## config.mk

```make
export PLATFORM = sky130hd
export DESIGN_NAME = imem_loader
export DESIGN_NICKNAME = d
export VERILOG_FILES = /design/src/rtl/imem_loader.sv
export SDC_FILE = /design/constraint.sdc
export NUM_CORES = 1
export LEC_CHECK = 0
export CORE_MARGIN = 4
export CORE_UTILIZATION = 55
export CTS_CLUSTER_SIZE = 8
export DETAILED_ROUTE_END_ITERATION = 8
export GPL_TIMING_DRIVEN = 0
export PLACE_DENSITY_LB_ADDON = 0.3
export SETUP_SLACK_MARGIN = 0.3
export SLEW_MARGIN = 10
export SYNTH_ARGS = -nofsm -noshare
export SYNTH_HDL_FRONTEND = slang
export SYNTH_SLANG_ARGS = --single-unit
```

## constraint.sdc

```tcl
create_clock -name clk -period 3.75 [get_ports clk]
set_input_delay 0.375 -clock clk [delete_from_list [all_inputs] [get_ports clk]]
set_output_delay 0.375 -clock clk [all_outputs]
set_load 0.02 [all_outputs]
```

## src/rtl/imem_loader.sv

```systemverilog
// Byte-stream instruction-memory loader: SYNC, length, MSB-first words, optional XOR checksum.
// Define IMEM_LOADER_CHKSUM_EN to add the CHK state and the err/ERR path.
module imem_loader #(
    parameter int unsigned W    = 32,
    parameter int unsigned N    = 8,
    parameter logic [7:0]  SYNC = 8'hA5
) (
    input  logic         clk,
    input  logic         reset,
    input  logic [7:0]   in_data,
    input  logic         in_valid,
    output logic         in_ready,
    output logic [N-1:0] mem_addr,
    output logic [W-1:0] mem_data,
    output logic         mem_cs,
    output logic         mem_we,
    output logic         cpu_hold,
    output logic         done,
    output logic         err
);

    localparam int unsigned BYTES = W / 8;
    localparam int unsigned BW    = (BYTES > 1) ? $clog2(BYTES) : 1;
    localparam int unsigned CW    = N + 1;

    typedef enum logic [2:0] {
        IDLE,
        LEN,
        DATA,
        WRITE,
`ifdef IMEM_LOADER_CHKSUM_EN
        CHK,
`endif
        DONE,
        ERR
    } state_t;

    state_t          state_q, state_d;
    logic [N-1:0]    addr_q, addr_d;
    logic [CW-1:0]   cnt_q, cnt_d;
    logic [BW-1:0]   bidx_q, bidx_d;
    logic [W-1:0]    word_q, word_d;
    logic            accept;
    logic            ready_d, write_d, done_d, hold_d;
`ifdef IMEM_LOADER_CHKSUM_EN
    logic [7:0]      chk_q, chk_d;
    logic            err_d;
`endif

    // in_ready is registered from the next state, so it always reflects the current state.
    assign accept = in_valid & in_ready;

    always_comb begin
        state_d = state_q;
        addr_d  = addr_q;
        cnt_d   = cnt_q;
        bidx_d  = bidx_q;
        word_d  = word_q;
        hold_d  = cpu_hold;
`ifdef IMEM_LOADER_CHKSUM_EN
        chk_d   = chk_q;
        err_d   = err;
`endif
        case (state_q)
            IDLE: begin
                if (accept && in_data == SYNC) begin
                    state_d = LEN;
                    hold_d  = 1'b1;
                end
            end
            LEN: begin
                if (accept) begin
                    cnt_d   = (in_data == 8'h00) ? {1'b1, N'(0)} : CW'(in_data);
                    addr_d  = '0;
                    bidx_d  = '0;
`ifdef IMEM_LOADER_CHKSUM_EN
                    chk_d   = '0;
`endif
                    state_d = DATA;
                end
            end
            DATA: begin
                if (accept) begin
                    word_d = W'({word_q, in_data});
`ifdef IMEM_LOADER_CHKSUM_EN
                    chk_d  = chk_q ^ in_data;
`endif
                    if (bidx_q == BW'(BYTES - 1)) begin
                        bidx_d  = '0;
                        state_d = WRITE;
                    end else begin
                        bidx_d  = bidx_q + BW'(1);
                    end
                end
            end
            WRITE: begin
                addr_d = addr_q + N'(1);
                cnt_d  = cnt_q - CW'(1);
                if (cnt_q == CW'(1)) begin
`ifdef IMEM_LOADER_CHKSUM_EN
                    state_d = CHK;
`else
                    state_d = DONE;
`endif
                end else begin
                    state_d = DATA;
                end
            end
`ifdef IMEM_LOADER_CHKSUM_EN
            CHK: begin
                if (accept) begin
                    state_d = (in_data == chk_q) ? DONE : ERR;
                end
            end
            ERR: begin
                if (accept && in_data == SYNC) begin
                    state_d = LEN;
                    err_d   = 1'b0;
                end
            end
`endif
            DONE: begin
                state_d = IDLE;
            end
            default: begin
                state_d = IDLE;
            end
        endcase

        // Outputs are registered, so they are derived from the state being entered.
        ready_d = !(state_d == WRITE || state_d == DONE);
        write_d = (state_d == WRITE);
        done_d  = (state_d == DONE);
        if (state_d == DONE) begin
            hold_d = 1'b0;
        end
`ifdef IMEM_LOADER_CHKSUM_EN
        if (state_d == DONE) begin
            err_d = 1'b0;
        end else if (state_d == ERR) begin
            err_d = 1'b1;
        end
`endif
    end

    always_ff @(posedge clk or negedge reset) begin
        if (!reset) begin
            state_q  <= IDLE;
            addr_q   <= '0;
            cnt_q    <= '0;
            bidx_q   <= '0;
            word_q   <= '0;
            in_ready <= 1'b0;
            mem_addr <= '0;
            mem_data <= '0;
            mem_cs   <= 1'b0;
            mem_we   <= 1'b0;
            cpu_hold <= 1'b0;
            done     <= 1'b0;
        end else begin
            state_q  <= state_d;
            addr_q   <= addr_d;
            cnt_q    <= cnt_d;
            bidx_q   <= bidx_d;
            word_q   <= word_d;
            in_ready <= ready_d;
            mem_cs   <= write_d;
            mem_we   <= write_d;
            cpu_hold <= hold_d;
            done     <= done_d;
            if (write_d) begin
                mem_addr <= addr_q;
                mem_data <= word_d;
            end
        end
    end

`ifdef IMEM_LOADER_CHKSUM_EN
    always_ff @(posedge clk or negedge reset) begin
        if (!reset) begin
            chk_q <= '0;
            err   <= 1'b0;
        end else begin
            chk_q <= chk_d;
            err   <= err_d;
        end
    end
`else
    assign err = 1'b0;
`endif

endmodule

```

After elaboration in Yosys (flattened, before gate mapping)
Index checks and enable logic that the tools add are counted.

operators by class
  bitwise operators = 1
  reduce and logical (&&, ||, !) cells = 12
  add/subtract/negate cells = 3
  equal/unequal tests = 10
  mux-type cells = 20

operators by type and width
  operator                                              number
  two-way mux 32 bit                                    2
  two-way mux 9 bit                                     2
  one-hot mux 9 bit (2 select lines)                    1
  one-hot mux 8 bit (2 select lines)                    1
  two-way mux 3 bit                                     5
  one-hot mux 3 bit (4 select lines)                    1
  equality test 3 x 2 -> 1 bit (second input constant)  3
  equality test 9 x 1 -> 1 bit (second input constant)  1
  subtractor 9 x 1 -> 9 bit (second input constant)     1
  adder 8 x 1 -> 8 bit (second input constant)          1
  equality test 8 bit (second input constant)           1
  logical NOT 8 bit                                     1
  two-way mux 8 bit                                     1
  nonzero test 2 bit                                    4
  two-way mux 2 bit                                     3
  != test 2 bit (second input constant)                 2
  one-hot mux 2 bit (2 select lines)                    1
  AND reduction 2 bit                                   2
  equality test 3 x 1 -> 1 bit (second input constant)  1
  equality test 3 bit (second input constant)           1
  logical NOT 3 bit                                     1
  two-way mux 1 bit                                     3
  AND reduction 3 bit                                   1
  adder 2 x 1 -> 2 bit (second input constant)          1
  5 further kinds                                       5

word-level totals
  logic and storage cells = 57
  register bits after elaboration = 98
  output and inout port bits = 46
  bits of input ports = 11

Longest topological paths before layout
  depth after elaboration = 7
  depth in mapped cells = 7
  depth with buffers taken out = 5

Worst setup path before layout
No wires, ideal clock.

  path kind = reg2reg
  start = register in_ready
  end = register mem_data[12]
  library setup time = 0.125 ns
  period minus slack after synthesis = 1.886 ns
  required time = 3.625 ns
  path slack = 1.864 ns
  arrival time = 1.762 ns
  path buffers = 3
  cell stages (with the launch flop) = 8
  cells stage by stage = dfrtp_1 -> and3b_1 -> buf_2 -> and2_1 -> buf_6 -> buf_6 -> mux2_2 -> mux2_2

on the way
  elaborated cells between the ends (all ways) = 9
  those cells by class = eq/ne: 1; mux: 6; bitwise: 1; reduce/logical: 1

RTL lines
  element                 RTL line  text
  from (decl)             12        output logic in_ready,
  from (signal assigned)  166       in_ready <= ready_d;
  bitwise AND 1 bit       51        assign accept = in_valid & in_ready;
  two-way mux 32 bit      83        if (accept) begin
  two-way mux 32 bit      64        case (state_q)
  named net word_d[12]    42        logic [W-1:0] word_q, word_d;
  to (signal assigned)    173       mem_data <= word_d;
  to (decl)               14        output logic [W-1:0] mem_data,

The timed path passes the listed nets, and every way through them passes these cells.
A chain may end at the register's enable or synchronous reset.

Worst setup path after layout
  start = input port in_valid
  end = register mem_data[28]

on the way
  longest elaborated chain between the ends = 5
  elaborated cells between the ends (all ways) = 9
  those cells by class = eq/ne: 1; mux: 6; bitwise: 1; reduce/logical: 1

RTL lines
  element                             RTL line  text
  from (decl)                         11        input logic in_valid,
  bitwise AND 1 bit *                 51
  logical AND 1 bit                   66        if (accept && in_data == SYNC) begin
  two-way mux 3 bit                   66
  one-hot mux 3 bit (4 select lines)  64
  equality test 3 x 2 -> 1 bit        132       write_d = (state_d == WRITE);

Every way passes the cells marked *; elsewhere a longest branch is shown, timed or not.

==> Implementation_results.wiki <==
{| class="wikitable"
! Metric !! Value
|-
| Via count of the first global-routing pass || 2621
|-
| Worst hold path depth || 1
|-
| Number of inserted diodes || 0
|-
| Final ANT Viol Nets || 0
|-
| Unique cell type count in the Yosys netlist || 38
|-
| Met2 track utilization from global routing || 0.304
|-
| Number of buffers inserted by post-CTS setup repair || 0
|-
| Via count || roughly 2.6k
|-
| Area growth syn-to-layout || 22.1%
|-
| Detailed placement HPWL || 5420 um
|-
| Run status || completed
|-
| Unrepaired setup endpoints after global routing || no
|-
| Dominant cells by area after synthesis || sky130_fd_sc_hd__dfrtp_1 (61%), sky130_fd_sc_hd__mux2_2 (18%), sky130_fd_sc_hd__mux2_4 (2.6%)
|-
| CTS hold repair buffers || 1
|-
| Post-synthesis cell type with the largest combined area || sky130_fd_sc_hd__dfrtp_1
|-
| Most frequent cell after synthesis || sky130_fd_sc_hd__dfrtp_1
|-
| First-pass GRT wire length || approximately 13000 um
|-
| Horizontal die dimension || 93.5 um
|-
| Yosys warning count || 0
|-
| Initial core utilization || 0.580
|-
| Setup slack of the most critical reg-to-reg path || 1.72 ns
|-
| Routed length per instance || approximately 17 um
|-
| First-iteration detailed-routing DRC count || about 220
|-
| Number of placed I/O pins || 57
|-
| Floorplan core area || 0.00694 mm^2
|-
| Slew headroom || 0.461
|-
| All-layer global routing usage || 0.195
|-
| TritonCTS Buffers || 9
|-
| Register cell area after layout || 0.00245 mm^2
|-
| Kind of end point of the critical path || register
|-
| Area taken by multi-input logic gates || 0.00146 mm^2
|-
| Number of nets in the synthesized netlist || 309
|-
| Clock-pin slew reported for the worst setup and hold paths after clock tree synthesis || roughly 0.09 ns
|-
| Flops & latches, synth || 98
|-
| Initial antenna violation count || 0
|-
| Worst skew pair latency || 0.37 ns
|-
| Maximum level of the CTS H-tree || 3
|-
| Worst reg-to-reg path cell count || 6
|-
| Mapped Cells || 294
|-
| Leakage power summed over all cells || 0.00210 uW
|-
| Final #Nets || 377
|-
| FFs w/ async S/R, synth || 1.00
|-
| Mean area per synthesized cell || 13.7 um^2
|-
| Final count of hold timing violations || 0
|-
| Routed wire length || just under 8000 um
|-
| Number of setup violations in the final report || 0
|-
| Type of the worst min-delay path || reg -> reg
|-
| Worst slack on hold paths || between 0.4 and 0.5 ns
|-
| Endpoint of the worst hold-timing path || addr_q[7]
|-
| Capturing point of the worst reg2reg path || mem_data[28]
|-
| Design area || 0.00491 mm^2
|-
| Top cell types by occurrence after synthesis || sky130_fd_sc_hd__dfrtp_1 (98), sky130_fd_sc_hd__mux2_2 (65), sky130_fd_sc_hd__nand2_1 (16)
|-
| Total congestion overflow after global routing || 0
|-
| Routability-driven placement congestion ratio || 0.855
|-
| Gates resized, CTS repair || 0
|-
| Number of filler cells placed in the layout || 492
|-
| Die span in y || 93.5 um
|-
| Busiest layer in global routing || met2
|-
| Peak supply drop || slightly above 0.0005 V
|-
| Buffer cell driving the clock tree root || sky130_fd_sc_hd__clkbuf_8
|-
| Clock tree buffer depth || 2
|-
| Number of slew-limit violations in the final report || 0
|-
| Vias per cell || approximately 5.5
|-
| Placed inst area || approximately 0.0047 mm^2
|-
| Total die area || 0.00875 mm^2
|-
| Drc violations || 0
|-
| Number of detailed-routing iterations run before antenna repair || 4
|-
| Maximum number of pins on one net before global-route repair || 61
|-
| Worst setup path startpoint || in_valid
|-
| Ys flop type || sky130_fd_sc_hd__dfrtp_1
|-
| CTS tree || done
|-
| Power density over the cells || 848 mW/mm^2
|-
| Number of buffer cells added on primary ports || 55
|-
| Worst setup skew after layout || 0.0117 ns
|-
| Proportion of synthesized chip area in sequential cells || 0.609
|-
| Sinks on Clock Net || a little under 100
|-
| Met3 track demand over resource in global routing || 0.0257
|-
| Syn Std Cell Area || between 0.004 and 0.005 mm^2
|-
| Met1 Resource Use GR || 0.273
|-
| Critical path class || in -> reg
|-
| FMAX || 484 MHz
|-
| Largest fanout on the critical path || 10
|-
| Sum of negative setup slack || 0 ns
|-
| Num rows || 30
|-
| Arrival time at the worst endpoint || approximately 2.3 ns
|-
| Reg-to-reg critical path startpoint || state_q[2]
|-
| Fraction of synthesized cell area taken by the top area cell type || 0.609
|-
| Share of final-layout standard cells stronger than drive strength 1 || 0.283
|-
| Max_cap viols || 0
|-
| Pwr Total || approximately 4200 uW
|-
| Number of enable flip-flop cells after synthesis || 0
|-
| Final clock period utilization by the worst path || 0.550
|-
| Critical hold path startpoint || addr_q[7]
|-
| Category of the worst setup path launch point || input pin
|-
| Utilization after layout || 0.708
|-
| Final critical-path required period || between 2 and 2.5 ns
|-
| Endpoint required time on the critical path || 4.00 ns
|-
| Worst-margin pin slew || 0.809 ns
|}
worst max-delay path: stages:
cell	delay [ns]
sky130_fd_sc_hd__clkdlybuf4s50_1	0.51
sky130_fd_sc_hd__and3b_1	0.17
sky130_fd_sc_hd__buf_2	0.15
sky130_fd_sc_hd__and3_1	0.16
sky130_fd_sc_hd__clkbuf_1	0.21
sky130_fd_sc_hd__buf_2	0.35
sky130_fd_sc_hd__mux2_2	0.39
kinds of logic (layout without fill, tap and decap cells):
group | count (synthesis) | after routing | share of synthesized area
buffers and inverters | 19 | 92 | 0.0286
other | 1 | 1 | 0.000932
DFF | 98 | 98 | 0.609
adders and majority gates | 4 | 4 | 0.0124
muxes | 75 | 75 | 0.215
AOI/OAI and AO/OA | 32 | 32 | 0.0494
xor gates and xnor gates | 1 | 1 | 0.00218
and+or+nand+nor | 64 | 64 | 0.0818
cell usage in the layout, fill, tap and decap left out, types with 2 or more instances in the layout:
cell / instances
sky130_fd_sc_hd__dfrtp_1: 98
sky130_fd_sc_hd__mux2_2: 65
sky130_fd_sc_hd__clkdlybuf4s50_1: 54
sky130_fd_sc_hd__nand2_1: 16
sky130_fd_sc_hd__nor2_1: 14
sky130_fd_sc_hd__nand3_1: 12
sky130_fd_sc_hd__o21ai_0: 12
sky130_fd_sc_hd__a21oi_1: 10
sky130_fd_sc_hd__clkbuf_8: 9
sky130_fd_sc_hd__mux2_4: 7
sky130_fd_sc_hd__buf_2: 5
sky130_fd_sc_hd__inv_1: 4
sky130_fd_sc_hd__nor4_1: 4
sky130_fd_sc_hd__buf_6: 4
sky130_fd_sc_hd__ha_1: 4
sky130_fd_sc_hd__nor3_1: 3
sky130_fd_sc_hd__clkbuf_1: 3
sky130_fd_sc_hd__mux2i_1: 3
sky130_fd_sc_hd__buf_4: 3
sky130_fd_sc_hd__inv_6: 3
sky130_fd_sc_hd__nor2b_1: 2
sky130_fd_sc_hd__and3b_1: 2
sky130_fd_sc_hd__and2_1: 2
sky130_fd_sc_hd__or4_1: 2
sky130_fd_sc_hd__a221o_1: 2
sky130_fd_sc_hd__o211ai_1: 2
sky130_fd_sc_hd__a22o_1: 2
sky130_fd_sc_hd__clkinv_4: 2
how the worst max path moves through the flow:
stage | to | slack [ns] | cells past startpoint
4_1_cts | mem_data[28] | 1.67 | 7
3_3_place_gp | mem_data[24] | -1.25 | 1
2_1_floorplan | mem_data[12] | 1.86 | 7
5_1_grt | mem_data[28] | 1.52 | 7
3_5_place_dp | mem_data[28] | 1.30 | 7
6_report | mem_data[28] | 1.69 | 7
layer usage:
metal / wire [um] / vias up
met4: 111 / 0
met5: 0 / -
li1: - / 1195
met1: 3540 / 1290
met2: 3660 / 71
met3: 377 / 9
flip-flops by register name, summed over array words and instances, names as in the netlist:
register and cells:
addr_q 8, cnt_q 9, mem_data 32, mem_we 1, in_ready 1, cpu_hold 1
state_q 3, bidx_q 2, mem_addr 8, word_q 32, done 1
power by group:
part / leakage, uW / internal [uW] / switching [uW]
Sequential: 0.00116 / 1530 / 290
Combinational: 0.000837 / 932 / 775
Clock: 0.0000965 / 254 / 387
stage by stage:
step                cells  setup WS (ns)
detailed placement    446           1.30
floorplan             294           1.86
CTS                   463           1.67
global placement      445          -1.25
global route          463           1.52
finish                463           1.69
final cells by class:
| type | instances | share of cell area |
|---|---|---|
| inverters | 4 | 0.00305 |
| repair buffers | 57 | 0.119 |
| flip-flops and latches | 98 | 0.499 |
| clock inverters | 7 | 0.0122 |
| plain buffers | 15 | 0.0204 |
| well taps | 96 | 0.0244 |
| clock buffers | 9 | 0.0252 |
| multi-input cells | 177 | 0.297 |
Power figures use the tool's default switching activity.
